**src/rtl/id_ctrl_stage_pkg.sv**
```systemverilog
// Shared ISA constants, control-bundle layout and buffer state type for the
// decode/control stage.
package id_ctrl_stage_pkg;

  // Major opcodes (instr[6:0])
  localparam logic [6:0] OP_R_TYPE = 7'b0110011;
  localparam logic [6:0] OP_I_TYPE = 7'b0010011;
  localparam logic [6:0] OP_LOAD   = 7'b0000011;
  localparam logic [6:0] OP_STORE  = 7'b0100011;
  localparam logic [6:0] OP_BRANCH = 7'b1100011;
  localparam logic [6:0] OP_JAL    = 7'b1101111;
  localparam logic [6:0] OP_JALR   = 7'b1100111;
  localparam logic [6:0] OP_LUI    = 7'b0110111;
  localparam logic [6:0] OP_AUIPC  = 7'b0010111;

  // funct3 values (instr[14:12])
  localparam logic [2:0] FUNCT3_ADD_SUB = 3'b000;
  localparam logic [2:0] FUNCT3_SLL     = 3'b001;
  localparam logic [2:0] FUNCT3_SLT     = 3'b010;
  localparam logic [2:0] FUNCT3_SLTU    = 3'b011;
  localparam logic [2:0] FUNCT3_XOR     = 3'b100;
  localparam logic [2:0] FUNCT3_SRL_SRA = 3'b101;
  localparam logic [2:0] FUNCT3_OR      = 3'b110;
  localparam logic [2:0] FUNCT3_AND     = 3'b111;
  localparam logic [2:0] FUNCT3_JALR    = 3'b000;

  // funct7 values (instr[31:25])
  localparam logic [6:0] FUNCT7_BASE   = 7'b0000000;
  localparam logic [6:0] FUNCT7_ALT    = 7'b0100000;
  localparam logic [6:0] FUNCT7_MULDIV = 7'b0000001;

  // ALU operation encoding: {alt, funct3} for the shift/arith group
  typedef enum logic [3:0] {
    ALU_ADD    = 4'b0000,
    ALU_SLL    = 4'b0001,
    ALU_SLT    = 4'b0010,
    ALU_SLTU   = 4'b0011,
    ALU_XOR    = 4'b0100,
    ALU_SRL    = 4'b0101,
    ALU_OR     = 4'b0110,
    ALU_AND    = 4'b0111,
    ALU_SUB    = 4'b1000,
    ALU_SRA    = 4'b1101,
    ALU_PASS_A = 4'b1111
  } alu_op_e;

  // Control bundle layout, MSB first:
  // {branch,MemRead,MemToReg,ALU_op[3:0],MemWrite,ALUSrc,RegWrite,
  //  is_branch,is_jump,is_jal,is_jalr,is_load,is_store}
  localparam int unsigned CTRL_W         = 16;
  localparam int unsigned CTRL_BRANCH    = 15;
  localparam int unsigned CTRL_MEMREAD   = 14;
  localparam int unsigned CTRL_MEMTOREG  = 13;
  localparam int unsigned CTRL_ALU_HI    = 12;
  localparam int unsigned CTRL_ALU_LO    = 9;
  localparam int unsigned CTRL_MEMWRITE  = 8;
  localparam int unsigned CTRL_ALUSRC    = 7;
  localparam int unsigned CTRL_REGWRITE  = 6;
  localparam int unsigned CTRL_IS_BRANCH = 5;
  localparam int unsigned CTRL_IS_JUMP   = 4;
  localparam int unsigned CTRL_IS_JAL    = 3;
  localparam int unsigned CTRL_IS_JALR   = 2;
  localparam int unsigned CTRL_IS_LOAD   = 1;
  localparam int unsigned CTRL_IS_STORE  = 0;

  // Decoder result carried through the buffer alongside pc/instr
  typedef struct packed {
    logic [CTRL_W-1:0] ctrl;
    logic              md_en;
    logic [2:0]        md_op;
    logic              illegal;
  } dec_t;

  // Occupancy of the main+skid output buffer
  typedef enum logic [1:0] {
    BUF_EMPTY = 2'd0,
    BUF_ONE   = 2'd1,
    BUF_TWO   = 2'd2
  } buf_state_e;

  // ALU op for the register/immediate arithmetic group; alt selects SUB/SRA
  function automatic alu_op_e alu_from_funct(input logic [2:0] funct3, input logic alt);
    alu_op_e op;
    case (funct3)
      FUNCT3_ADD_SUB: if (alt) op = ALU_SUB; else op = ALU_ADD;
      FUNCT3_SLL:     op = ALU_SLL;
      FUNCT3_SLT:     op = ALU_SLT;
      FUNCT3_SLTU:    op = ALU_SLTU;
      FUNCT3_XOR:     op = ALU_XOR;
      FUNCT3_SRL_SRA: if (alt) op = ALU_SRA; else op = ALU_SRL;
      FUNCT3_OR:      op = ALU_OR;
      default:        op = ALU_AND;
    endcase
    return op;
  endfunction

endpackage

```
**src/rtl/id_ctrl_stage_if.sv**
```systemverilog
// IF->ID->EX handshake bundle for the decode/control stage. The master side
// is the surrounding pipeline (IF producer, EX consumer, redirect source);
// the slave side is the stage itself.
interface id_ctrl_stage_if #(
  parameter int unsigned XLEN = 32
);
  import id_ctrl_stage_pkg::*;

  logic              flush;
  logic              in_valid;
  logic              in_ready;
  logic [XLEN-1:0]   in_pc;
  logic [XLEN-1:0]   in_instr;
  logic              out_valid;
  logic              out_ready;
  logic [XLEN-1:0]   out_pc;
  logic [XLEN-1:0]   out_instr;
  logic [CTRL_W-1:0] out_ctrl;
  logic              out_md_en;
  logic [2:0]        out_md_op;
  logic              out_illegal;

  modport master (
    output flush, in_valid, in_pc, in_instr, out_ready,
    input  in_ready, out_valid, out_pc, out_instr, out_ctrl,
           out_md_en, out_md_op, out_illegal
  );

  modport slave (
    input  flush, in_valid, in_pc, in_instr, out_ready,
    output in_ready, out_valid, out_pc, out_instr, out_ctrl,
           out_md_en, out_md_op, out_illegal
  );

endinterface

```
**src/rtl/id_ctrl_stage_ctrl_decode.sv**
```systemverilog
// Pure combinational RV32I(+M) decoder: opcode/funct fields -> control
// bundle, M-ext op and illegal flag. Illegal encodings decode as a NOP.
module ctrl_decode
  import id_ctrl_stage_pkg::*;
#(
  parameter bit ENABLE_M = 1'b0
) (
  input  logic [6:0] opcode_i,
  input  logic [2:0] funct3_i,
  input  logic [6:0] funct7_i,
  output dec_t       dec_o
);

  logic    branch, mem_read, mem_to_reg, mem_write, alu_src, reg_write;
  logic    is_branch, is_jump, is_jal, is_jalr, is_load, is_store;
  logic    md_en, illegal;
  logic [2:0] md_op;
  alu_op_e alu_op;

  // Per-opcode flag decode; illegal paths leave every flag at its NOP default
  always_comb begin
    branch     = 1'b0;
    mem_read   = 1'b0;
    mem_to_reg = 1'b0;
    mem_write  = 1'b0;
    alu_src    = 1'b0;
    reg_write  = 1'b0;
    is_branch  = 1'b0;
    is_jump    = 1'b0;
    is_jal     = 1'b0;
    is_jalr    = 1'b0;
    is_load    = 1'b0;
    is_store   = 1'b0;
    md_en      = 1'b0;
    md_op      = 3'b000;
    illegal    = 1'b0;
    alu_op     = ALU_ADD;
    case (opcode_i)
      OP_R_TYPE: begin
        if ((funct7_i == FUNCT7_BASE) || (funct7_i == FUNCT7_ALT)) begin
          reg_write = 1'b1;
          alu_op    = alu_from_funct(funct3_i, funct7_i[5]);
        end else if (ENABLE_M && (funct7_i == FUNCT7_MULDIV)) begin
          reg_write = 1'b1;
          md_en     = 1'b1;
          md_op     = funct3_i;
        end else begin
          illegal = 1'b1;
        end
      end
      OP_I_TYPE: begin
        if ((funct3_i == FUNCT3_SLL) && (funct7_i != FUNCT7_BASE)) begin
          illegal = 1'b1;
        end else if ((funct3_i == FUNCT3_SRL_SRA) &&
                     (funct7_i != FUNCT7_BASE) && (funct7_i != FUNCT7_ALT)) begin
          illegal = 1'b1;
        end else begin
          reg_write = 1'b1;
          alu_src   = 1'b1;
          // Only the shift-right form uses funct7 to pick the variant
          alu_op    = alu_from_funct(funct3_i,
                                     (funct3_i == FUNCT3_SRL_SRA) && funct7_i[5]);
        end
      end
      OP_LOAD: begin
        mem_read   = 1'b1;
        mem_to_reg = 1'b1;
        alu_src    = 1'b1;
        reg_write  = 1'b1;
        is_load    = 1'b1;
      end
      OP_STORE: begin
        mem_write = 1'b1;
        alu_src   = 1'b1;
        is_store  = 1'b1;
      end
      OP_BRANCH: begin
        branch    = 1'b1;
        is_branch = 1'b1;
        alu_op    = ALU_SUB;
      end
      OP_JAL: begin
        reg_write = 1'b1;
        alu_src   = 1'b1;
        is_jump   = 1'b1;
        is_jal    = 1'b1;
      end
      OP_JALR: begin
        if (funct3_i != FUNCT3_JALR) begin
          illegal = 1'b1;
        end else begin
          reg_write = 1'b1;
          alu_src   = 1'b1;
          is_jump   = 1'b1;
          is_jalr   = 1'b1;
        end
      end
      OP_LUI: begin
        reg_write = 1'b1;
        alu_src   = 1'b1;
        alu_op    = ALU_PASS_A;
      end
      OP_AUIPC: begin
        reg_write = 1'b1;
        alu_src   = 1'b1;
      end
      default: illegal = 1'b1;
    endcase
  end

  // Pack the bundle; an illegal entry carries an all-zero control word
  always_comb begin
    dec_o         = '0;
    dec_o.illegal = illegal;
    if (!illegal) begin
      dec_o.ctrl[CTRL_BRANCH]               = branch;
      dec_o.ctrl[CTRL_MEMREAD]              = mem_read;
      dec_o.ctrl[CTRL_MEMTOREG]             = mem_to_reg;
      dec_o.ctrl[CTRL_ALU_HI:CTRL_ALU_LO]   = alu_op;
      dec_o.ctrl[CTRL_MEMWRITE]             = mem_write;
      dec_o.ctrl[CTRL_ALUSRC]               = alu_src;
      dec_o.ctrl[CTRL_REGWRITE]             = reg_write;
      dec_o.ctrl[CTRL_IS_BRANCH]            = is_branch;
      dec_o.ctrl[CTRL_IS_JUMP]              = is_jump;
      dec_o.ctrl[CTRL_IS_JAL]               = is_jal;
      dec_o.ctrl[CTRL_IS_JALR]              = is_jalr;
      dec_o.ctrl[CTRL_IS_LOAD]              = is_load;
      dec_o.ctrl[CTRL_IS_STORE]             = is_store;
      dec_o.md_en                           = md_en;
      dec_o.md_op                           = md_op;
    end
  end

endmodule

```
**src/rtl/id_ctrl_stage.sv**
```systemverilog
// Registered decode/control stage between IF and EX. Decodes on capture and
// holds results in a main register backed by an optional skid entry so EX
// back-pressure never drops an instruction; flush empties the buffer.
module id_ctrl_stage
  import id_ctrl_stage_pkg::*;
#(
  parameter int unsigned XLEN     = 32,
  parameter bit          ENABLE_M = 1'b0,
  parameter bit          SKID     = 1'b1
) (
  input  logic          clk,
  input  logic          rst_n,
  id_ctrl_stage_if.slave bus
);

  buf_state_e      state_q, state_d;
  logic            in_ready_q, in_ready_d;
  logic [XLEN-1:0] main_pc_q, main_pc_d, main_instr_q, main_instr_d;
  logic [XLEN-1:0] skid_pc_q, skid_pc_d, skid_instr_q, skid_instr_d;
  dec_t            main_dec_q, main_dec_d, skid_dec_q, skid_dec_d;
  dec_t            in_dec;
  logic            in_ready, out_valid, in_xfer, out_xfer;

  ctrl_decode #(
    .ENABLE_M (ENABLE_M)
  ) u_ctrl_decode (
    .opcode_i (bus.in_instr[6:0]),
    .funct3_i (bus.in_instr[14:12]),
    .funct7_i (bus.in_instr[31:25]),
    .dec_o    (in_dec)
  );

  assign out_valid = (state_q != BUF_EMPTY);
  // Without the skid entry the single register may refill on the edge it drains
  assign in_ready  = SKID ? in_ready_q : ((state_q == BUF_EMPTY) || bus.out_ready);
  assign in_xfer   = bus.in_valid && in_ready;
  assign out_xfer  = out_valid && bus.out_ready;

  // Buffer occupancy FSM plus data steering between main and skid entries
  always_comb begin
    state_d      = state_q;
    main_pc_d    = main_pc_q;
    main_instr_d = main_instr_q;
    main_dec_d   = main_dec_q;
    skid_pc_d    = skid_pc_q;
    skid_instr_d = skid_instr_q;
    skid_dec_d   = skid_dec_q;
    if (bus.flush) begin
      // Data registers are left untouched so a dropped instruction never lands
      state_d = BUF_EMPTY;
    end else begin
      case (state_q)
        BUF_EMPTY: begin
          if (in_xfer) begin
            main_pc_d    = bus.in_pc;
            main_instr_d = bus.in_instr;
            main_dec_d   = in_dec;
            state_d      = BUF_ONE;
          end
        end
        BUF_ONE: begin
          if (in_xfer && out_xfer) begin
            main_pc_d    = bus.in_pc;
            main_instr_d = bus.in_instr;
            main_dec_d   = in_dec;
          end else if (in_xfer && SKID) begin
            skid_pc_d    = bus.in_pc;
            skid_instr_d = bus.in_instr;
            skid_dec_d   = in_dec;
            state_d      = BUF_TWO;
          end else if (out_xfer) begin
            state_d = BUF_EMPTY;
          end
        end
        BUF_TWO: begin
          if (out_xfer) begin
            main_pc_d    = skid_pc_q;
            main_instr_d = skid_instr_q;
            main_dec_d   = skid_dec_q;
            state_d      = BUF_ONE;
          end
        end
        default: state_d = BUF_EMPTY;
      endcase
    end
    in_ready_d = (state_d != BUF_TWO);
  end

  // State and registered ready
  always_ff @(posedge clk) begin
    if (!rst_n) begin
      state_q    <= BUF_EMPTY;
      in_ready_q <= 1'b1;
    end else begin
      state_q    <= state_d;
      in_ready_q <= in_ready_d;
    end
  end

  // Main and skid entry payload registers
  always_ff @(posedge clk) begin
    if (!rst_n) begin
      main_pc_q    <= '0;
      main_instr_q <= '0;
      main_dec_q   <= '0;
      skid_pc_q    <= '0;
      skid_instr_q <= '0;
      skid_dec_q   <= '0;
    end else begin
      main_pc_q    <= main_pc_d;
      main_instr_q <= main_instr_d;
      main_dec_q   <= main_dec_d;
      skid_pc_q    <= skid_pc_d;
      skid_instr_q <= skid_instr_d;
      skid_dec_q   <= skid_dec_d;
    end
  end

  assign bus.in_ready    = in_ready;
  assign bus.out_valid   = out_valid;
  assign bus.out_pc      = main_pc_q;
  assign bus.out_instr   = main_instr_q;
  assign bus.out_ctrl    = main_dec_q.ctrl;
  assign bus.out_md_en   = main_dec_q.md_en;
  assign bus.out_md_op   = main_dec_q.md_op;
  assign bus.out_illegal = main_dec_q.illegal;

endmodule

```
**src/flat_wrapper.sv**
```systemverilog
// flat-port wrapper written by rule: the top's interface ports become plain ports
module id_ctrl_stage_flat import id_ctrl_stage_pkg::*;
#(
  parameter int unsigned XLEN     = 32,
  parameter bit          ENABLE_M = 1'b0,
  parameter bit          SKID     = 1'b1
)
  (clk, rst_n, bus_flush, bus_in_valid, bus_in_pc, bus_in_instr, bus_out_ready, bus_in_ready, bus_out_valid, bus_out_pc, bus_out_instr, bus_out_ctrl, bus_out_md_en, bus_out_md_op, bus_out_illegal);
  id_ctrl_stage_if #(.XLEN(XLEN)) bus_i ();
  input  logic clk;
  input  logic rst_n;
  input wire logic [$bits(bus_i.flush)-1:0] bus_flush;
  input wire logic [$bits(bus_i.in_valid)-1:0] bus_in_valid;
  input wire logic [$bits(bus_i.in_pc)-1:0] bus_in_pc;
  input wire logic [$bits(bus_i.in_instr)-1:0] bus_in_instr;
  input wire logic [$bits(bus_i.out_ready)-1:0] bus_out_ready;
  output wire logic [$bits(bus_i.in_ready)-1:0] bus_in_ready;
  output wire logic [$bits(bus_i.out_valid)-1:0] bus_out_valid;
  output wire logic [$bits(bus_i.out_pc)-1:0] bus_out_pc;
  output wire logic [$bits(bus_i.out_instr)-1:0] bus_out_instr;
  output wire logic [$bits(bus_i.out_ctrl)-1:0] bus_out_ctrl;
  output wire logic [$bits(bus_i.out_md_en)-1:0] bus_out_md_en;
  output wire logic [$bits(bus_i.out_md_op)-1:0] bus_out_md_op;
  output wire logic [$bits(bus_i.out_illegal)-1:0] bus_out_illegal;
  assign bus_i.flush = bus_flush;
  assign bus_i.in_valid = bus_in_valid;
  assign bus_i.in_pc = bus_in_pc;
  assign bus_i.in_instr = bus_in_instr;
  assign bus_i.out_ready = bus_out_ready;
  assign bus_in_ready = bus_i.in_ready;
  assign bus_out_valid = bus_i.out_valid;
  assign bus_out_pc = bus_i.out_pc;
  assign bus_out_instr = bus_i.out_instr;
  assign bus_out_ctrl = bus_i.out_ctrl;
  assign bus_out_md_en = bus_i.out_md_en;
  assign bus_out_md_op = bus_i.out_md_op;
  assign bus_out_illegal = bus_i.out_illegal;
  id_ctrl_stage #(.XLEN(XLEN), .ENABLE_M(ENABLE_M), .SKID(SKID)) u_core (.clk(clk), .rst_n(rst_n), .bus(bus_i));
endmodule
```
**config.mk**
```make
export PLATFORM = sky130hd
export DESIGN_NAME = id_ctrl_stage_flat
export DESIGN_NICKNAME = d
export VERILOG_FILES = /design/src/rtl/id_ctrl_stage_pkg.sv /design/src/rtl/id_ctrl_stage_if.sv /design/src/rtl/id_ctrl_stage_ctrl_decode.sv /design/src/rtl/id_ctrl_stage.sv /design/src/flat_wrapper.sv
export SDC_FILE = /design/constraint.sdc
export NUM_CORES = 1
export LEC_CHECK = 0
export CORE_MARGIN = 1
export CORE_UTILIZATION = 52
export DETAILED_ROUTE_END_ITERATION = 7
export GPL_TIMING_DRIVEN = 0
export PLACE_DENSITY = 0.89
export SLEW_MARGIN = 20
export SYNTH_ARGS = -nofsm -noshare
export SYNTH_HDL_FRONTEND = slang
export SYNTH_HIERARCHICAL = 1
export SYNTH_SLANG_ARGS = --single-unit
```
**constraint.sdc**
```tcl
create_clock -name clk -period 2.6 [get_ports clk]
set_clock_uncertainty 0.1 [all_clocks]
set_input_delay 0.26 -clock clk [delete_from_list [all_inputs] [get_ports clk]]
set_output_delay 0.26 -clock clk [all_outputs]
set_load 0.03 [all_outputs]
```
Word-level counts from Yosys, hierarchy flattened
Cells that the tools add are included.

Muxes and demuxes: 47. Reductions and logical operators: 20. Bitwise operators: 2. Eq/ne operators: 23.

Operators by type and width (count): two-way mux 32 bit (6); case mux 32 bit (3 select lines) (2); two-way mux 21 bit (3); case mux 21 bit (3 select lines) (1); case mux 4 bit (7 select lines) (2); == test 7 x 6 -> 1 bit, second input constant (4); two-way mux 4 bit (7); == test 7 bit, second input constant (3); two-way mux 20 bit (1); case mux 4 bit (4 select lines) (1); == test 7 x 5 -> 1 bit, second input constant (2); two-way mux 1 bit (13); two-way mux 2 bit (6); == test 3 bit, second input constant (3); case mux 1 bit (4 select lines) (2); == test 7 x 2 -> 1 bit, second input constant (1); logical AND 1 bit (7); logical NOT 7 bit (1); inequality test 7 x 6 -> 1 bit, second input constant (1); nonzero test 7 bit (1); == test 3 x 2 -> 1 bit, second input constant (2); inequality test 2 x 1 -> 1 bit, second input constant (3); case mux 2 bit (3 select lines) (1); nonzero test 3 bit (2); 16 further kinds (17).

Logic and storage cells: 106. Register bits after elaboration: 173. Bits of input ports: 69. Output and inout port bits: 87.

Longest topological paths before layout
Depth in word-level cells: 10. Gate-level depth with buffers: 9. Gate-level depth less buffers: 7.

Modules after synthesis
The synthesis kept the hierarchy.

By module, submodules not included: id_ctrl_stage (cells each 766, times used 1, area an instance 7179.4 um^2, sequential area each 3463.3 um^2); ctrl_decode (cells each 64, times used 1, area an instance 424.2 um^2, sequential area each 0.0 um^2).

Worst setup path before layout
Ideal clock, no wire load.

Path kind: in2reg. Start point: input bus_in_instr[28]. End point: register u_core.main_dec_q, in the netlist u_core/bus.out_illegal. Data arrival time: 1.787 ns. Cell stages on the path: 8. Required time: 2.384 ns. Path slack: 0.596 ns. Setup time: 0.116 ns. Path buffers: 1. Path through: or4_4 -> o32ai_1 -> or3_1 -> o211ai_1 -> buf_4 -> mux2i_1 -> nand2_1 -> o211a_1.

Word-level cells in the longest chain between the ends: 8. Elaborated cells between the ends (all ways): 15. Classes of those cells: eq/ne: 2; mux: 7; reduce/logical: 6.

Ends and longest elaborated chain: start, declared (line flat_wrapper.sv:15) `input wire logic [$bits(bus_i.in_instr)-1:0] bus_in_instr;`; nonzero test 7 bit (line id_ctrl_stage_ctrl_decode.sv:52, id_ctrl_stage_ctrl_decode.sv:55); logical AND 1 bit (line id_ctrl_stage_ctrl_decode.sv:54) `end else if ((funct3_i == FUNCT3_SRL_SRA) &&`; logical AND 1 bit (line id_ctrl_stage_ctrl_decode.sv:55) `(funct7_i != FUNCT7_BASE) && (funct7_i != FUNCT7_ALT)) begin`; two-way mux 1 bit (line id_ctrl_stage_ctrl_decode.sv:54); two-way mux 1 bit (line id_ctrl_stage_ctrl_decode.sv:52) `if ((funct3_i == FUNCT3_SLL) && (funct7_i != FUNCT7_BASE)) begin`; case mux 1 bit (4 select lines) * (line id_ctrl_stage_ctrl_decode.sv:38) `case (opcode_i)`; named net u_core.u_ctrl_decode.illegal (line id_ctrl_stage_ctrl_decode.sv:16) `logic md_en, illegal;`; two-way mux 21 bit, on equally long branches (line id_ctrl_stage.sv:62, id_ctrl_stage.sv:54); case mux 21 bit (3 select lines) * (line id_ctrl_stage.sv:52) `case (state_q)`; end signal, assigned (line id_ctrl_stage.sv:112) `main_dec_q <= main_dec_d;`; end, declared (line id_ctrl_stage.sv:20) `dec_t main_dec_q, main_dec_d, skid_dec_q, skid_dec_d;`.

The timed path passes the listed nets; every way through them passes the cells marked *. The select of a mux whose other input is x is not followed. A chain may end at the register's enable or synchronous reset.

Worst setup path after layout
Ends and elaborated chain as after synthesis.

==> flow_summary_export.csv <==
group,metric,value,unit
detailed_routing,vias,6580,
timing,rsz0062_at_grt,"no",
power_and_ir_drop,switching_share,24.5,%
clock_tree,cts_root_buffer,"clkbuf_16",
setup_path,slowest_stage,"or4_4",
cells_and_area,syn_to_final_growth,30.9,%
floorplanning,io_pins,156,
floorplanning,die_h,123,microns
floorplanning,die-area,15100,sq um
timing,worst_slew_pin_slew,669,ps
cells_and_area,nNetsFinal,1075,
timing,fmax,406,MHz
power_and_ir_drop,p_per_area,622,nW/um^2
global_routing,grt_pass1_wl,30900,microns
yosys,async_reset_ff_share,0,%
cells_and_area,post-route-util,70.6,%
clock_tree,cts_htree_levels,4,
cells_and_area,drive_gt1_share,7.18,%
floorplanning,rows,43,
yosys,yosys_warnings,6,
job,drv_cap,0,
floorplanning,initial_utilization,53.9,%
power_and_ir_drop,p_comb_share,14.2,%
yosys,synthMuxAreaShare,11.3,%
power_and_ir_drop,pwr-share-clk,40.3,%
power_and_ir_drop,leakagePower,4.98,nW
yosys,synth-main-ff-cell,"dfxtp_1",
yosys,syn_area,7600,sq um
floorplanning,design.core.area,14100,sq um
power_and_ir_drop,power_frac_seq,45.5,%
detailed_routing,drtIter0Drc,408,
timing,worst_slack,134,ps
detailed_routing,drt-total-wl,19200,microns
detailed_routing,ant_nets,0,
setup_path,path_cells,"clkdlybuf4s50_1, or4_4, o32ai_1, or3_1, o211ai_1, buf_4, mux2i_1, nand2_1, o211a_1",
timing,drv_slew,0,
timing,period_needed,2470,ps
yosys,synth_edf_count,0,
detailed_routing,dr.pass1.iters,7,
setup_path,path_class,"in -> reg",
detailed_routing,routedWlPerCell,16.1,microns
placement,dp_hpwl,13400,microns
clock_tree,post_cts_buffers,0,
global_routing,grt_pass1_vias,6296,
yosys,yosys-top-cells-count,"nand2_1 (264), dfxtp_1 (173), mux2i_1 (86)",
setup_path,critPathBufInv,2,
setup_path,max_stage_delay,590,ps
setup_path,crit_path_end_kind,"register",
min_path,min_path_type,"in -> reg",
placement,port_buffers,154,
yosys,post-synth-top-count-cell,"nand2_1",
global_routing,track_usage,26.4,%
yosys,synth_xor_area_share,0,%
global_routing,antenna_found_initial,0,
yosys,synth_top_family_by_area,"compound AO/OA/AOI/OAI gates",
timing,hold_viol_final,0,
yosys,ys_ff_latch,173,
clock_tree,cts_tree,"built",
detailed_routing,viasPerCell,5.49,
clock_tree,cts.path.max_buffers,2,
clock_tree,clk_pin_slew,60,ps
clock_tree,cts_hold_buf,0,
yosys,syn_inst,830,
setup_path,critPathRequiredTime,2810,ps
power_and_ir_drop,peakVddDrop,0.413,mV
yosys,synth_adder_area_share,0,%
timing,setup_violations,0,
power_and_ir_drop,p_int,0.00468,W
yosys,synth_area_per_cell,9.16,sq um
cells_and_area,final_cells,1198,
detailed_routing,drc,0,
yosys,ys_seq_area_share,45.5,%
floorplanning,die_w,123,microns
timing,fin_crit_sh,94.8,%
timing,max_slew_margin,55.4,%
clock_tree,clk_latency,420,ps
global_routing,grt_overflow_total,0,
timing,hold_slack,276,ps
setup_path,cp_top_family,"simple AND/OR/NAND/NOR gates",
yosys,synth-compound-area-share,22.1,%
setup_path,setup.worst_path.start_class,"input port",
clock_tree,cts_made_buffers,17,
status,status,"finished clean",
yosys,synthSimpleGateAreaFrac,16.3,%
global_routing,grt_max_degree,17,
yosys,yosysTopAreaCell,"dfxtp_1",
setup_path,cp_data_arrival_time,2670,ps
placement,dp_cells,1167,
placement,place_congestion,0.882,
power_and_ir_drop,switching_power,0.00152,W
setup_path,critPathMaxFanout,3,
clock_tree,cts.sinks,173,
yosys,yosysTopAreaCellShare,45.5,%
yosys,synthTopCellsByArea,"dfxtp_1 (46%), nand2_1 (13%), mux2i_1 (11%)",
placement,place_ws,-200,ps
yosys,yosysUniqueCellTypes,51,
clock_tree,ctsResizeCount,0,
[power by group through the flow]
stage          Combinational, W  Clock (W)  Sequential, W
2_1_floorplan          0.000291          0        0.00305
3_3_place_gp           0.000859          0        0.00287
3_5_place_dp           0.000873          0        0.00288
4_1_cts                0.000880    0.00254        0.00282
5_1_grt                0.000937    0.00265        0.00283
6_report               0.000879    0.00250        0.00282
[worst reg2reg max path: cells and delay by family (launching register included)]
kind | cells | cell delay, ps
flops | 1 | 340
compound gates | 2 | 770
simple gates | 2 | 330
buf+inv | 2 | 670
[metrics by stage]
stage / cell area (sq um) / total power (W) / TNS, ps
final: 9960 / 0.00620 / 0
after global routing: 9950 / 0.00641 / 0
after CTS: 9950 / 0.00623 / 0
after detailed placement: 9380 / 0.00375 / -8430
after global placement: 9380 / 0.00373 / -6600
after floorplan: 7610 / 0.00334 / 0
[layout by cell type, fill, tap and decap left out, drive strengths merged, types with 3 or more instances in the layout]
cell / instances
clkinv: 4
or3: 3
a31o: 3
nand2b: 4
nand2: 264
conb: 4
a21boi: 85
mux2i: 86
or2: 5
a21oi: 4
dfxtp: 173
o211a: 85
nor2: 5
bufinv: 3
clkdlybuf4s50: 154
buf: 40
clkbuf: 58
nor3: 3
[cell families (layout without fill, tap and decap cells)]
| family | after synthesis | in the layout |
|---|---|---|
| flip-flops | 173 | 173 |
| multiplexers | 86 | 86 |
| buffers and inverters | 78 | 262 |
| AND/OR/NAND/NOR | 300 | 300 |
| AO/OA/AOI/OAI | 192 | 192 |
| other | 1 | 5 |
[sequential cells by signal (all words and copies together), names as in the netlist, 2 cells and up]
name and cells:
u_core/bus.out_ctrl 16, u_core/skid_dec_q 21, u_core/skid_pc_q 32, u_core/state_q 2
u_core/bus.out_pc 32, u_core/skid_instr_q 32, u_core/bus.out_instr 32, u_core/bus.out_md_op 3
[final timing paths]
kind / slack (ps) / endpoint / cells past startpoint / startpoint
worst min-delay path: 280 / u_core/state_q[0] / 3 / rst_n
worst max-delay path: 130 / u_core/bus.out_illegal / 9 / bus_in_instr[28]
worst min register to register: 350 / u_core/skid_pc_q[10] / 2 / u_core/skid_pc_q[10]
worst max register to register: 280 / u_core/bus.out_instr[6] / 6 / u_core/state_q[0]
[metal layers]
layer	global-route usage (%)	vias up	share of wire, %
met3	5.49	28	5.2
met5	0	-	0
met4	10.6	0	2.2
met2	43.1	208	48
li1	-	3195	-
met1	34.0	3149	44
[area by class of cell]
class / count / area, sq um
diodes: 1 / 2.50
plain buffers: 76 / 353
clock buffers: 22 / 454
clock inverters: 8 / 118
fillers: 1065 / 4140
inverters: 2 / 7.51
multi-input cells: 582 / 3790
flip-flops and latches: 173 / 3460
well taps: 180 / 225
repair buffers: 154 / 1540
Note: power is estimated with default switching activity, not from simulation.
